$ cat src/rtl/line_buf_pkg.sv
// rtl/line_buf_pkg.sv - shared widths and bank-state encoding for the line-buffer scheduler
package line_buf_pkg;
   localparam int LB_AW = 6;
   localparam int LB_DW = 30;

   typedef enum logic [1:0] {
      BANK_EMPTY    = 2'd0,
      BANK_FILLING  = 2'd1,
      BANK_FULL     = 2'd2,
      BANK_DRAINING = 2'd3
   } bank_state_e;

   function automatic logic bank_writable(input bank_state_e s);
      return (s == BANK_EMPTY) || (s == BANK_FILLING);
   endfunction
endpackage

$ cat src/rtl/line_buf_bank_sched_if.sv
// rtl/line_buf_bank_sched_if.sv - video writer/reader handshake plus both SRAM port buses
interface line_buf_bank_sched_if
   import line_buf_pkg::*;
#(
   parameter int AW = LB_AW,
   parameter int DW = LB_DW
);
   logic          i_frame_start;
   logic [AW-1:0] i_hact;
   logic          i_wr_valid;
   logic [DW-1:0] i_wr_data;
   logic          o_wr_ready;
   logic          i_rd_req;
   logic          o_rd_valid;
   logic [DW-1:0] o_rd_data;
   logic          o_rd_last;
   logic          o_ovf;
   logic          o_udf;
   logic          o_cs1;
   logic          o_we1;
   logic [AW-1:0] o_addr1;
   logic [DW-1:0] o_din1;
   logic [DW-1:0] i_dout1;
   logic          o_cs2;
   logic          o_we2;
   logic [AW-1:0] o_addr2;
   logic [DW-1:0] o_din2;
   logic [DW-1:0] i_dout2;

   modport slave (
      input  i_frame_start, i_hact, i_wr_valid, i_wr_data, i_rd_req, i_dout1, i_dout2,
      output o_wr_ready, o_rd_valid, o_rd_data, o_rd_last, o_ovf, o_udf,
      output o_cs1, o_we1, o_addr1, o_din1, o_cs2, o_we2, o_addr2, o_din2
   );

   modport master (
      output i_frame_start, i_hact, i_wr_valid, i_wr_data, i_rd_req, i_dout1, i_dout2,
      input  o_wr_ready, o_rd_valid, o_rd_data, o_rd_last, o_ovf, o_udf,
      input  o_cs1, o_we1, o_addr1, o_din1, o_cs2, o_we2, o_addr2, o_din2
   );
endinterface

$ cat src/rtl/line_buf_bank_fsm.sv
// rtl/line_buf_bank_fsm.sv - lifecycle of one line bank: empty, filling, full, draining
module line_buf_bank_fsm
   import line_buf_pkg::*;
(
   input  logic        clk,
   input  logic        rst_n,
   input  logic        flush,
   input  logic        wr_start,
   input  logic        wr_done,
   input  logic        rd_start,
   input  logic        rd_done,
   output bank_state_e state
);
   // wr_done wins over wr_start so a one-pixel line goes straight to FULL
   always_ff @(posedge clk or negedge rst_n) begin
      if (!rst_n) begin
         state <= BANK_EMPTY;
      end else if (flush) begin
         state <= BANK_EMPTY;
      end else begin
         case (state)
            BANK_EMPTY: begin
               if (wr_done)       state <= BANK_FULL;
               else if (wr_start) state <= BANK_FILLING;
            end
            BANK_FILLING:  if (wr_done)  state <= BANK_FULL;
            BANK_FULL:     if (rd_start) state <= BANK_DRAINING;
            BANK_DRAINING: if (rd_done)  state <= BANK_EMPTY;
            default:       state <= BANK_EMPTY;
         endcase
      end
   end
endmodule

$ cat src/rtl/line_buf_bank_sched.sv
// rtl/line_buf_bank_sched.sv - ping-pong write/read scheduler over two single-port line SRAMs
module line_buf_bank_sched
   import line_buf_pkg::*;
#(
   parameter int AW = LB_AW,
   parameter int DW = LB_DW
)(
   input logic                  clk,
   input logic                  rst_n,
   line_buf_bank_sched_if.slave bus
);
   bank_state_e   st0, st1, wr_st, rd_st;
   logic          wr_bank, rd_bank;
   logic [AW-1:0] wr_addr, rd_addr, hact_q, last_addr;
   logic          rd_valid, rd_last, rd_sel, ovf, udf;
   logic          fs, wr_beat, wr_done, rd_accept, rd_issue, rd_done;
   logic          w0, w1, r0, r1;

   assign fs        = bus.i_frame_start;
   // hact_q of 0 wraps to all-ones, giving a full 2**AW pixel line
   assign last_addr = hact_q - AW'(1);
   assign wr_st     = wr_bank ? st1 : st0;
   assign rd_st     = rd_bank ? st1 : st0;

   assign bus.o_wr_ready = bank_writable(wr_st);
   assign wr_beat   = bus.i_wr_valid & bus.o_wr_ready & ~fs;
   assign wr_done   = wr_beat & (wr_addr == last_addr);
   assign rd_accept = bus.i_rd_req & (rd_st == BANK_FULL) & ~fs;
   assign rd_issue  = (rd_st == BANK_DRAINING) & ~fs;
   assign rd_done   = rd_issue & (rd_addr == last_addr);

   line_buf_bank_fsm u_bank0 (
      .clk      (clk),
      .rst_n    (rst_n),
      .flush    (fs),
      .wr_start (wr_beat & ~wr_bank),
      .wr_done  (wr_done & ~wr_bank),
      .rd_start (rd_accept & ~rd_bank),
      .rd_done  (rd_done & ~rd_bank),
      .state    (st0)
   );

   line_buf_bank_fsm u_bank1 (
      .clk      (clk),
      .rst_n    (rst_n),
      .flush    (fs),
      .wr_start (wr_beat & wr_bank),
      .wr_done  (wr_done & wr_bank),
      .rd_start (rd_accept & rd_bank),
      .rd_done  (rd_done & rd_bank),
      .state    (st1)
   );

   // write and read target different banks by construction, so each port sees at most one access
   assign w0 = wr_beat & ~wr_bank;
   assign w1 = wr_beat & wr_bank;
   assign r0 = rd_issue & ~rd_bank;
   assign r1 = rd_issue & rd_bank;

   assign bus.o_cs1   = w0 | r0;
   assign bus.o_we1   = w0;
   assign bus.o_addr1 = w0 ? wr_addr : rd_addr;
   assign bus.o_din1  = bus.i_wr_data;
   assign bus.o_cs2   = w1 | r1;
   assign bus.o_we2   = w1;
   assign bus.o_addr2 = w1 ? wr_addr : rd_addr;
   assign bus.o_din2  = bus.i_wr_data;

   always_ff @(posedge clk or negedge rst_n) begin
      if (!rst_n) begin
         wr_bank  <= 1'b0;
         rd_bank  <= 1'b0;
         wr_addr  <= '0;
         rd_addr  <= '0;
         hact_q   <= '0;
         rd_valid <= 1'b0;
         rd_last  <= 1'b0;
         rd_sel   <= 1'b0;
         ovf      <= 1'b0;
         udf      <= 1'b0;
      end else if (fs) begin
         wr_bank  <= 1'b0;
         rd_bank  <= 1'b0;
         wr_addr  <= '0;
         rd_addr  <= '0;
         hact_q   <= bus.i_hact;
         rd_valid <= 1'b0;
         rd_last  <= 1'b0;
         rd_sel   <= 1'b0;
         ovf      <= 1'b0;
         udf      <= 1'b0;
      end else begin
         if (wr_beat) begin
            wr_addr <= wr_done ? '0 : wr_addr + 1'b1;
            if (wr_done) wr_bank <= ~wr_bank;
         end
         if (rd_accept)     rd_addr <= '0;
         else if (rd_issue) rd_addr <= rd_done ? '0 : rd_addr + 1'b1;
         if (rd_done) rd_bank <= ~rd_bank;
         rd_valid <= rd_issue;
         rd_last  <= rd_done;
         rd_sel   <= rd_bank;
         ovf      <= bus.i_wr_valid & ~bus.o_wr_ready;
         udf      <= bus.i_rd_req & (rd_st != BANK_FULL) & (rd_st != BANK_DRAINING);
      end
   end

   assign bus.o_rd_valid = rd_valid;
   assign bus.o_rd_last  = rd_last;
   assign bus.o_rd_data  = rd_valid ? (rd_sel ? bus.i_dout2 : bus.i_dout1) : {DW{1'b0}};
   assign bus.o_ovf      = ovf;
   assign bus.o_udf      = udf;
endmodule

$ cat src/flat_wrapper.sv
// flat-port wrapper written by rule: the top's interface ports become plain ports
module line_buf_bank_sched_flat import line_buf_pkg::*;
#(
   parameter int AW = LB_AW,
   parameter int DW = LB_DW
)
  (clk, rst_n, bus_i_frame_start, bus_i_hact, bus_i_wr_valid, bus_i_wr_data, bus_i_rd_req, bus_i_dout1, bus_i_dout2, bus_o_wr_ready, bus_o_rd_valid, bus_o_rd_data, bus_o_rd_last, bus_o_ovf, bus_o_udf, bus_o_cs1, bus_o_we1, bus_o_addr1, bus_o_din1, bus_o_cs2, bus_o_we2, bus_o_addr2, bus_o_din2);
  line_buf_bank_sched_if #(.AW(AW), .DW(DW)) bus_i ();
  input logic clk;
  input logic rst_n;
  input wire logic [$bits(bus_i.i_frame_start)-1:0] bus_i_frame_start;
  input wire logic [$bits(bus_i.i_hact)-1:0] bus_i_hact;
  input wire logic [$bits(bus_i.i_wr_valid)-1:0] bus_i_wr_valid;
  input wire logic [$bits(bus_i.i_wr_data)-1:0] bus_i_wr_data;
  input wire logic [$bits(bus_i.i_rd_req)-1:0] bus_i_rd_req;
  input wire logic [$bits(bus_i.i_dout1)-1:0] bus_i_dout1;
  input wire logic [$bits(bus_i.i_dout2)-1:0] bus_i_dout2;
  output wire logic [$bits(bus_i.o_wr_ready)-1:0] bus_o_wr_ready;
  output wire logic [$bits(bus_i.o_rd_valid)-1:0] bus_o_rd_valid;
  output wire logic [$bits(bus_i.o_rd_data)-1:0] bus_o_rd_data;
  output wire logic [$bits(bus_i.o_rd_last)-1:0] bus_o_rd_last;
  output wire logic [$bits(bus_i.o_ovf)-1:0] bus_o_ovf;
  output wire logic [$bits(bus_i.o_udf)-1:0] bus_o_udf;
  output wire logic [$bits(bus_i.o_cs1)-1:0] bus_o_cs1;
  output wire logic [$bits(bus_i.o_we1)-1:0] bus_o_we1;
  output wire logic [$bits(bus_i.o_addr1)-1:0] bus_o_addr1;
  output wire logic [$bits(bus_i.o_din1)-1:0] bus_o_din1;
  output wire logic [$bits(bus_i.o_cs2)-1:0] bus_o_cs2;
  output wire logic [$bits(bus_i.o_we2)-1:0] bus_o_we2;
  output wire logic [$bits(bus_i.o_addr2)-1:0] bus_o_addr2;
  output wire logic [$bits(bus_i.o_din2)-1:0] bus_o_din2;
  assign bus_i.i_frame_start = bus_i_frame_start;
  assign bus_i.i_hact = bus_i_hact;
  assign bus_i.i_wr_valid = bus_i_wr_valid;
  assign bus_i.i_wr_data = bus_i_wr_data;
  assign bus_i.i_rd_req = bus_i_rd_req;
  assign bus_i.i_dout1 = bus_i_dout1;
  assign bus_i.i_dout2 = bus_i_dout2;
  assign bus_o_wr_ready = bus_i.o_wr_ready;
  assign bus_o_rd_valid = bus_i.o_rd_valid;
  assign bus_o_rd_data = bus_i.o_rd_data;
  assign bus_o_rd_last = bus_i.o_rd_last;
  assign bus_o_ovf = bus_i.o_ovf;
  assign bus_o_udf = bus_i.o_udf;
  assign bus_o_cs1 = bus_i.o_cs1;
  assign bus_o_we1 = bus_i.o_we1;
  assign bus_o_addr1 = bus_i.o_addr1;
  assign bus_o_din1 = bus_i.o_din1;
  assign bus_o_cs2 = bus_i.o_cs2;
  assign bus_o_we2 = bus_i.o_we2;
  assign bus_o_addr2 = bus_i.o_addr2;
  assign bus_o_din2 = bus_i.o_din2;
  line_buf_bank_sched #(.AW(AW), .DW(DW)) u_core (.clk(clk), .rst_n(rst_n), .bus(bus_i));
endmodule
$ cat config.mk
export PLATFORM = sky130hd
export DESIGN_NAME = line_buf_bank_sched_flat
export DESIGN_NICKNAME = d
export VERILOG_FILES = /design/src/rtl/line_buf_pkg.sv /design/src/rtl/line_buf_bank_sched_if.sv /design/src/rtl/line_buf_bank_fsm.sv /design/src/rtl/line_buf_bank_sched.sv /design/src/flat_wrapper.sv
export SDC_FILE = /design/constraint.sdc
export NUM_CORES = 1
export LEC_CHECK = 0
export ABC_AREA = 1
export BUFFER_PORTS_ARGS = -buffer_cell sky130_fd_sc_hd__clkbuf_2
export CORE_UTILIZATION = 38
export DETAILED_ROUTE_END_ITERATION = 10
export PLACE_DENSITY = 0.78
export SLEW_MARGIN = 20
export SYNTH_ARGS = -nofsm -noshare
export SYNTH_HDL_FRONTEND = slang
export SYNTH_SLANG_ARGS = --single-unit
$ cat constraint.sdc
create_clock -name clk -period 2 [get_ports clk]
set_clock_uncertainty 0.15 [all_clocks]
set_input_delay 0.4 -clock clk [delete_from_list [all_inputs] [get_ports clk]]
set_output_delay 0.4 -clock clk [all_outputs]
set_load 0.1 [all_outputs]
==> results.yml, run 1 <==
setup_path:
  worstPathArrival_ns: 1.82
  timing.rr.end: "u_core.u_bank0.state[0]$_DFFE_PN0P_"
  end_kind: "primary output"
  path_class: "register to primary output"
  cp_max_fo: 7
  r2r_setup_slack_ns: -0.29
  rr_worst_depth: 16
  critPathRequiredTime_ns: 1.45
  r2r-start: "u_core.hact_q[1]$_DFFE_PN0P_"
  worst_setup_path_start_kind: "register"
final_layout:
  area_delta_synth_final_pct: 81.41
  fin_area_mm2: 0.005398
  nNetsFinal: 708
  num-fill-cells: 486
  n_antenna_cell: 0
  drive_gt1_share_pct: 56.13
  final_core_util_pct: 72.86
sta:
  max_freq_ghz: 0.4223
  finalMaxSlewViolations: 0
  final_hold_viol_count: 0
  setup_ws_ns: -0.3680
  slew_headroom_pct: 62.38
  fin_crit_ns: 2.368
  rsz0062_at_grt: "yes"
  max_slew.worst_pin.slew_ns: 0.5667
  fin_setup_tns_ns: -5.908
  setup-violations-final: 35
  min_period_over_period_pct: 118.4
synthesis:
  synth_top_area_cell: "dfrtp_1"
  synthCells: 463
  ys_types: 31
  yosysWarnings: 0
  syn-cell-area_mm2: 0.002975
  synth_flop_cell: "dfrtp_1"
  synth_area_leaders: "dfrtp_1 (24%), buf_4 (15%), nand2_1 (11%)"
  syn-num-nets: 577
  synth_top_area_share_pct: 24.39
  synthArstFlopShare_pct: 100.0
  syn_avg_cell_area_um2: 6.426
  synth_edf_count: 0
  seq_area_frac_synth_pct: 24.39
  ys_ff_latch: 29
clock_tree:
  cts_made_buffers: 5
  cts_buffer_depth: 2
  cts-root-buf: "clkbuf_8"
  path_clk_slew_ns: 0.07
  cts_sinks: 29
  clk_latency_ns: 0.30
  htreeDepth: 2
  cts_tree: "done"
power_and_ir_drop:
  ir_drop_v: 0.0005307
  totalPowerFinal_uw: 3548
  powerDensity_mw_per_mm2: 657.3
  power.leakage_uw: 0.002485
run_status:
  status: "finished, violations left"
  failed_checks: "setup timing"
drt:
  drtIter0Drc: 341
  vias_per_cell: 5.562
  wl_per_cell_um: 20.19
  first_pass_iters: 5
  num_vias: 3860
  postRouteAntennaNets: 0
  wl_mm: 14.01
  drc_errors: 0
worst_hold_path:
  hold_class: "input pin to register"
  hold_end: "u_core.hact_q[4]$_DFFE_PN0P_"
  min_from: "bus_i_hact[4]"
  whs_path_depth: 3
job:
  maxCapViolations: 0
global_routing:
  grt-ovfl-total: 0
  antenna_found_initial: 0
  grt_usage_pct: 30.13
  grt_pass1_vias: 3573
  grt_max_degree: 31
  grt_pass1_wl_mm: 19.22
placed_design:
  dpl_cell_area_mm2: 0.004696
  hpwl_mm: 9.337
  portBuffers: 121
  gp_congestion: 0.9326
die:
  die_area_mm2: 0.008188
  core-area_mm2: 0.007408
  fp.dieW_um: 90.49
  die_height_um: 90.49
  ios: 212
  rows: 31
  initial_core_util_pct: 40.16
## report_power, final
| group | leakage, uW | switching (uW) | internal [uW] |
|---|---|---|---|
| Clock | 0.0000450 | 249 | 241 |
| Combinational | 0.00206 | 1400 | 877 |
| Sequential | 0.000377 | 110 | 667 |
## Yosys cell counts (all sizes together) (6+ instances only)
library cell and number:
nor3 6, dfrtp 29, o21ai 54, nand2 94, clkbuf 12, buf 63, ha 13, inv 38
a21oi 10, nor2 89, nand3 36
## repair_timing
item | 4_1_cts | 5_1_grt
hold endpoints to repair | 29 | 0
gates cloned | 1 | 2
gates resized for setup | 24 | 64
endpoints found under the setup margin | 36 | 45
hold buffers | 1 | 0
pin swaps | 16 | 29
setup buffers | 21 | 13
## worst max-delay path, stage by stage (launching register included)
cell     delay [ns]
dfrtp_2        0.45
o21ai_4        0.18
nand2_4        0.08
inv_2          0.07
nand2_2        0.06
nor2_4         0.12
buf_12         0.14
buf_12         0.11
nand2_4        0.04
o21ai_4        0.07
buf_12         0.19
## final cells by class
cell class	instances	area [um^2]	share of cell area, %
Clock inverter	2	10.01	0.1854
Timing Repair Buffer	198	2033	37.67
Sequential cell	29	734.5	13.61
Clock buffer	6	72.57	1.344
Multi-Input combinational cell	321	2272	42.10
Tap cell	99	123.9	2.295
Inverter	39	151.4	2.805
## through the flow
step / std cells / worst slack [ns] / hold WS (ns)
finish: 694 / -0.3680 / 0.1677
floorplan: 463 / -0.6267 / -0.04559
detailed placement: 650 / -0.06216 / 0.2844
CTS: 680 / -0.3245 / 0.1742
global placement: 650 / 0.0008261 / 0.2820
global route: 694 / -0.4251 / 0.1816
## placed cells by master (no fill, tap or decap), drive strengths merged
master / netlist / routed
dfrtp: 29 / 29
a21oi: 10 / 10
ha: 13 / 13
o21ai: 54 / 54
nor2: 89 / 90
o22ai: 2 / 2
nor4: 2 / 2
nand3b: 3 / 3
nand4: 2 / 2
inv: 38 / 38
nor3: 6 / 6
nand3: 36 / 36
xor2: 3 / 3
xnor2: 3 / 3
nor3b: 1 / 1
dlygate4sd3: 0 / 1
nand2: 94 / 94
o211ai: 1 / 1
clkbuf: 12 / 81
clkinv: 1 / 3
buf: 63 / 122
or2: 1 / 1
## worst max path at each step
stage	startpoint	end
2_1_floorplan	u_core.u_bank0.state[1]$_DFFE_PN0P_	bus_o_addr1[2]
3_3_place_gp	u_core.u_bank1.state[1]$_DFFE_PN0P_	bus_o_addr1[3]
3_5_place_dp	u_core.hact_q[1]$_DFFE_PN0P_	u_core.u_bank0.state[1]$_DFFE_PN0P_
4_1_cts	u_core.wr_bank$_DFFE_PN0P_	bus_o_addr1[2]
5_1_grt	u_core.u_bank1.state[1]$_DFFE_PN0P_	bus_o_addr1[2]
6_report	u_core.wr_bank$_DFFE_PN0P_	bus_o_addr1[4]
## sequential cells by signal (all words and copies together) (netlist names)
register,cells
u_core.bus.o_rd_valid,1
u_core.hact_q,6
u_core.bus.o_udf,1
u_core.bus.o_ovf,1
u_core.rd_sel,1
u_core.u_bank0.state,2
u_core.wr_bank,1
u_core.bus.o_rd_last,1
u_core.rd_bank,1
u_core.rd_addr,6
u_core.wr_addr,6
u_core.u_bank1.state,2
## logic make-up after synthesis
kind of cell / after synthesis / share of synthesized area (%)
AO/OA/AOI/OAI: 67 / 11.73
flip-flops: 29 / 24.39
AND/OR/NAND/NOR: 234 / 34.57
adder cells (fa/ha/maj): 13 / 5.467
XOR/XNOR: 6 / 1.767
buffers and inverters: 114 / 22.08
## per-layer routing
metal | share of wire, % | global-route usage [%]
met1 | 34 | 34.88
met4 | 5.7 | 9.005
met3 | 11 | 8.333
met2 | 49 | 53.09
met5 | 0 | 5.128
(Power assumes the default switching activity.)
==> inputs of run 2 (changes only) <==
--- a/config.mk
+++ b/config.mk
@@ -10,6 +10,7 @@
 export CORE_UTILIZATION = 38
 export DETAILED_ROUTE_END_ITERATION = 10
 export PLACE_DENSITY = 0.78
+export SETUP_SLACK_MARGIN = 0.02
 export SLEW_MARGIN = 20
 export SYNTH_ARGS = -nofsm -noshare
 export SYNTH_HDL_FRONTEND = slang
==> run 2 against run 1 <==
  * The flow still finishes with violations (setup timing)
  * Non-clock buffer count down 4
  * Cell area up 10%
  * Combinational power up 3%
  * Worst setup slack worse by 0.0020 ns
  * Total power up 2.4%
  * Critical path depth down 1
  * Fmax about the same
==> results.yml, run 2 (same netlist as run 1, synthesis figures left out) <==
run_status:
  status: "finished, violations left"
  failed_checks: "setup timing"
setup_path:
  timing.rr.end: "u_core.u_bank0.state[0]$_DFFE_PN0P_"
  cp_num_cells: 9
  path_buf_inv: 3
  cp_slowest_stage_delay_ns: 0.47
  worstPathArrival_ns: 1.82
  critPathRequiredTime_ns: 1.45
  rr_worst_depth: 12
  crit_path_cell_trace: "o21ai_4 -> nand2_4 -> inv_4 -> nand2_4 -> nor2_4 -> buf_6 -> nand2_2 -> o21ai_4 -> buf_12"
  worst_path_dominant_cell_family: "flip-flops"
  crit_path_end: "bus_o_addr1[1]"
  path_class: "register to primary output"
  slowest_stage: "dfrtp_2"
  cp_max_fo: 4
  end_kind: "primary output"
  startpoint: "u_core.wr_bank$_DFFE_PN0P_"
  r2r-start: "u_core.hact_q[2]$_DFFE_PN0P_"
  worst_setup_path_start_kind: "register"
  r2r_setup_slack_ns: -0.34
sta:
  min_period_over_period_pct: 118.5
  max_freq_ghz: 0.4220
  final_hold_viol_count: 0
  fin_crit_ns: 2.370
  rsz0062_at_grt: "yes"
  fin_setup_tns_ns: -7.817
  finalMaxSlewViolations: 0
  setup_ws_ns: -0.3699
  max_slew.worst_pin.slew_ns: 0.6359
  slew_headroom_pct: 57.28
  setup-violations-final: 65
drt:
  postRouteAntennaNets: 0
  wl_mm: 13.99
  wl_per_cell_um: 20.28
  num_vias: 3867
  drtIter0Drc: 253
  vias_per_cell: 5.604
  drc_errors: 0
  first_pass_iters: 7
global_routing:
  grt_usage_pct: 28.16
  grt_pass1_wl_mm: 18.22
  antenna_found_initial: 0
  grt_max_degree: 21
  grt-ovfl-total: 0
  grt_pass1_vias: 3567
clock_tree:
  cts_made_buffers: 5
  htreeDepth: 2
  cts_tree: "done"
  cts_sinks: 29
  cts_buffer_depth: 2
  path_clk_slew_ns: 0.07
  clk_latency_ns: 0.30
  cts-root-buf: "clkbuf_8"
placed_design:
  hpwl_mm: 8.824
  dpl_cell_area_mm2: 0.004826
  place_ws_ns: -0.06749
  gp_congestion: 0.9301
  portBuffers: 121
die:
  die_height_um: 90.49
  die_area_mm2: 0.008188
  initial_core_util_pct: 40.16
  core-area_mm2: 0.007408
  ios: 212
  rows: 31
  fp.dieW_um: 90.49
power_and_ir_drop:
  powerDensity_mw_per_mm2: 611.8
  power.leakage_uw: 0.002568
  ir_drop_v: 0.0005786
job:
  maxCapViolations: 0
worst_hold_path:
  hold_class: "input pin to register"
final_layout:
  final_common_cell: "clkbuf_2"
  final_core_util_pct: 80.16
  drive_gt1_share_pct: 67.34
  nNetsFinal: 704
  largestRegisters: "u_core.hact_q (6), u_core.rd_addr (6), u_core.wr_addr (6)"
  num-fill-cells: 413
  area_delta_synth_final_pct: 99.58
  fin_area_mm2: 0.005938
  final_cell_mix: "clkbuf_2 (73), nand2_1 (65), nor2_4 (63)"
  n_antenna_cell: 0
## run 2: metal layers
| metal | share of wire, % | track usage (%) |
|---|---|---|
| met5 | 0 | 0 |
| met4 | 4.4 | 8.871 |
| met3 | 8.3 | 6.987 |
| met2 | 52 | 50.13 |
| met1 | 36 | 32.88 |
## run 2: how the worst min path moves through the flow
stage | from | end | slack (ns) | depth (start not counted)
finish | bus_i_hact[3] | u_core.hact_q[3]$_DFFE_PN0P_ | 0.16 | 3
global placement | rst_n | u_core.hact_q[4]$_DFFE_PN0P_ | 0.21 | 1
detailed placement | rst_n | u_core.hact_q[4]$_DFFE_PN0P_ | 0.22 | 1
floorplan | rst_n | u_core.bus.o_ovf$_DFF_PN0_ | -0.05 | 0
CTS | bus_i_hact[3] | u_core.hact_q[3]$_DFFE_PN0P_ | 0.16 | 3
global route | bus_i_hact[3] | u_core.hact_q[3]$_DFFE_PN0P_ | 0.18 | 3
## run 2: stage by stage
| step | total power (uW) | hold slack [ns] | instances |
|---|---|---|---|
| finish | 3633 | 0.1600 | 690 |
| CTS | 3309 | 0.1625 | 675 |
| detailed placement | 2696 | 0.2196 | 650 |
| global route | 3765 | 0.1751 | 690 |
| floorplan | 2563 | -0.04559 | 463 |
| global placement | 2626 | 0.2113 | 650 |
## run 2: report_power, final
part	switching, uW	internal, uW	total (uW)
sequential	118	667	785
combinational	1440	900	2340
clock	266	240	505
## run 2: timing repair
| item | 4_1_cts | 5_1_grt |
|---|---|---|
| hold buffers | 1 | 0 |
| endpoints found under the hold margin | 16 | 0 |
| buffers inserted | 14 | 13 |
| pin swaps | 11 | 35 |
| cloned | 3 | 5 |
| setup endpoints to repair | 46 | 64 |
| gates resized for setup | 34 | 145 |
## run 2: area by class of cell
class	count	area, um^2	share of cell area, %
clock buffer	5	68.82	1.159
clock inverter	3	17.52	0.2950
inverter	39	161.4	2.718
multi-input combinational	321	2719	45.79
sequential	29	734.5	12.37
tap	99	123.9	2.086
timing repair buffer	194	2113	35.59
## run 2: worst reg2reg max path, stage by stage (launching register included)
cell and delay [ns]:
dfrtp_1 0.49, nor2_1 0.33, nand2_1 0.16, nand2_1 0.12
nand3_1 0.10, nand2_1 0.12, nand3_2 0.10, nor2_4 0.20
nand2_2 0.11, nand2_2 0.11, nand3_2 0.10, nand3_1 0.08
nand2_1 0.05
==> inputs of run 3 (changes only) <==
--- a/config.mk
+++ b/config.mk
@@ -5,11 +5,10 @@
 export SDC_FILE = /design/constraint.sdc
 export NUM_CORES = 1
 export LEC_CHECK = 0
-export ABC_AREA = 1
 export BUFFER_PORTS_ARGS = -buffer_cell sky130_fd_sc_hd__clkbuf_2
-export CORE_UTILIZATION = 38
+export CORE_UTILIZATION = 39
 export DETAILED_ROUTE_END_ITERATION = 10
-export PLACE_DENSITY = 0.78
+export PLACE_DENSITY = 0.79
 export SETUP_SLACK_MARGIN = 0.02
 export SLEW_MARGIN = 20
 export SYNTH_ARGS = -nofsm -noshare
==> run 3 against run 2 <==
  * The run still ends with setup timing left
  * Area after synthesis is 6.2% higher
  * Non-clock buffer count increased by 12
  * First-iteration DRC count grew 60%
  * Sequential power shrank 14%
  * Die area rose by 3.4%
  * Utilization down 5.8 points
  * Wire length is 0.90% higher
  * Final cell count shrank 14%
  * Clock power up 30%
  * Largest cell class unchanged
  * Highest routed layer unchanged
==> results.yml, run 3 <==
die:
  core-area_mm2: 0.007767
  die_height_um: 92.02
  die_area_mm2: 0.008468
  rows: 32
  initial_core_util_pct: 40.69
  fp.dieW_um: 92.02
  ios: 212
setup_path:
  worstPathArrival_ns: 2.58
  worst_setup_path_start_kind: "register"
  end_kind: "register"
  cp_max_fo: 4
  critPathRequiredTime_ns: 2.05
  crit_path_cell_trace: "inv_2 -> ha_4 -> xor2_1 -> nand4b_1 -> nor3_4 -> o2111a_1 -> o211ai_2 -> buf_4 -> mux2i_2"
  cp_slowest_stage_delay_ns: 0.44
  slowest_stage: "dfrtp_1"
  path_class: "register to register"
final_layout:
  largestRegisters: "u_core.hact_q (6), u_core.rd_addr (6), u_core.wr_addr (6)"
  final_core_util_pct: 74.31
  nNetsFinal: 606
  final_cell_mix: "clkbuf_2 (73), buf_4 (65), buf_12 (53)"
  multi_input_area_mm2: 0.002624
  final_common_cell: "clkbuf_2"
  n_antenna_cell: 0
  finalNonFillerCells: 595
  num-fill-cells: 444
  drive_gt1_share_pct: 69.17
  seqCellArea_um2: 737.0
  area_delta_synth_final_pct: 82.62
drt:
  wl_per_cell_um: 23.73
  wl_mm: 14.12
  first_pass_iters: 5
  drtIter0Drc: 406
  postRouteAntennaNets: 0
  num_vias: 3462
  drc_errors: 0
  vias_per_cell: 5.818
synthesis:
  synth_top_area_cell: "dfrtp_1"
  syn-num-nets: 470
  synth_top_family_by_area: "simple AND/OR/NAND/NOR gates"
  synth_compound_area_share_pct: 11.01
  synth_edf_count: 0
  synth_simple_gate_area_share_pct: 19.83
  synth.most_common_cell: "buf_4"
  synthXorXnorAreaFrac_pct: 5.819
  ys_types: 53
  syn-cell-area_mm2: 0.003161
  yosysWarnings: 0
  seq_area_frac_synth_pct: 22.96
  ys_ff_latch: 29
  synth-adder-area-share_pct: 5.146
  synth_flop_cell: "dfrtp_1"
  syn_avg_cell_area_um2: 8.878
  synthArstFlopShare_pct: 100.0
  synth_top_area_share_pct: 22.96
  synth.top_cells.by_count: "buf_4 (60), mux2i_1 (33), nor2b_1 (30)"
  synthCells: 356
  synth_area_leaders: "dfrtp_1 (23%), buf_4 (14%), mux2i_1 (10%)"
  synth.mux.area_fraction_pct: 16.83
global_routing:
  grt_usage_pct: 29.48
  grt_pass1_wl_mm: 18.95
  grt_max_degree: 32
  grt_use_met2_pct: 54.35
  top_usage_layer: "met2"
  grt-ovfl-total: 0
  grtUsageMet3_pct: 7.877
  grt_util_met1_pct: 31.85
  grt_pass1_vias: 3562
  antenna_found_initial: 0
sta:
  finalMaxSlewViolations: 0
  slew_headroom_pct: 63.30
  min_period_over_period_pct: 126.4
  max_slew.worst_pin.slew_ns: 0.5528
  rsz0062_at_grt: "yes"
  setup_ws_ns: -0.5287
  setup-violations-final: 60
  final_hold_viol_count: 0
  fin_crit_ns: 2.529
  max_freq_ghz: 0.3955
placed_design:
  hpwl_mm: 8.741
  dp_cells: 563
  gp_congestion: 0.9000
  place_ws_ns: -0.4189
  portBuffers: 121
clock_tree:
  cts_buffer_depth: 2
  path_clk_slew_ns: 0.08
  cts_tree: "done"
  cts-root-buf: "clkbuf_8"
  cts_made_buffers: 5
  cts_sinks: 29
  htreeDepth: 2
  clk_latency_ns: 0.30
run_status:
  failed_checks: "setup timing"
  status: "finished, violations left"
power_and_ir_drop:
  power.leakage_uw: 0.002411
  totalPowerFinal_uw: 2367
  powerDensity_mw_per_mm2: 410.1
  ir_drop_v: 0.0004698
job:
  maxCapViolations: 0
worst_hold_path:
  hold_class: "input pin to register"
==> run 3: changes by cell type after synthesis, sizes merged, moves of 16 or more <==
cell	before	now
nand2	94	20
nor2	89	20
o21ai	54	7
mux2i	0	34
nand3	36	5
nor2b	0	30
inv	38	13
mux2	0	16
==> run 3: report_power, final <==
part / switching [uW] / internal (uW)
sequential: 52.6 / 621
clock: 281 / 373
combinational: 579 / 461
total: 912 / 1460
==> run 3: repair_timing <==
item | 4_1_cts | 5_1_grt
pin swaps | 14 | 19
setup buffers | 12 | 11
cloned | 2 | 1
gates resized for setup | 51 | 58
hold buffers | 1 | 0
hold endpoints to repair | 13 | 0
setup endpoints to repair | 66 | 66
==> run 3: final cells by class <==
class / instances / area share, %
timing repair buffer: 206 / 36.59
tap: 102 / 2.211
clock buffer: 5 / 1.192
clock inverter: 3 / 0.8021
inverter: 13 / 0.9755
sequential: 29 / 12.77
multi-input combinational: 237 / 45.46
==> run 3: cell families (layout without fill, tap and decap cells) <==
family	count (synthesis)	in the layout
xor gates and xnor gates	21	21
adders and majority gates	13	13
and+or+nand+nor	111	111
buffers and inverters	90	227
AOI/OAI and AO/OA	42	42
DFF	29	29
muxes	50	50
==> run 3: final timing paths <==
path / from / endpoint / slack (ns) / cells past startpoint
worst max-delay path: u_core.hact_q[0]$_DFFE_PN0P_ / u_core.u_bank0.state[0]$_DFFE_PN0P_ / -0.53 / 9
worst min-delay path: bus_i_hact[1] / u_core.hact_q[1]$_DFFE_PN0P_ / 0.17 / 3
worst max register to register: u_core.hact_q[0]$_DFFE_PN0P_ / u_core.u_bank0.state[0]$_DFFE_PN0P_ / -0.53 / 9
worst min register to register: u_core.hact_q[5]$_DFFE_PN0P_ / u_core.hact_q[5]$_DFFE_PN0P_ / 0.50 / 1
max in group asynchronous: rst_n / u_core.u_bank1.state[1]$_DFFE_PN0P_ / 0.70 / 3
min in group asynchronous: rst_n / u_core.hact_q[5]$_DFFE_PN0P_ / 0.39 / 2
==> run 3: routing by layer <==
| layer | part of all wire, % | wire [um] |
|---|---|---|
| met4 | 5.1 | 721 |
| met1 | 35 | 4897 |
| met5 | 0 | 0 |
| met2 | 51 | 7211 |
| met3 | 9.1 | 1290 |
==> run 3: critical path, delay by kind of cell, from the launching register on <==
kind	cells	cell delay (ns)
DFF	1	0.44
buffers and inverters	2	0.26
xor gates and xnor gates	1	0.16
muxes	1	0.20
and+or+nand+nor	2	0.53
adders and majority gates	1	0.29
AOI/OAI and AO/OA	2	0.39
==> run 3: per-stage QoR <==
step	hold slack, ns	cell area (um^2)	TNS [ns]
final	0.1683	5772	-15.36
after global placement	0.1674	4928	-4.563
after CTS	0.1671	5439	-12.96
after floorplan	-0.04559	3520	-11.25
after global routing	0.1579	5772	-16.78
after detailed placement	0.1778	4928	-7.166
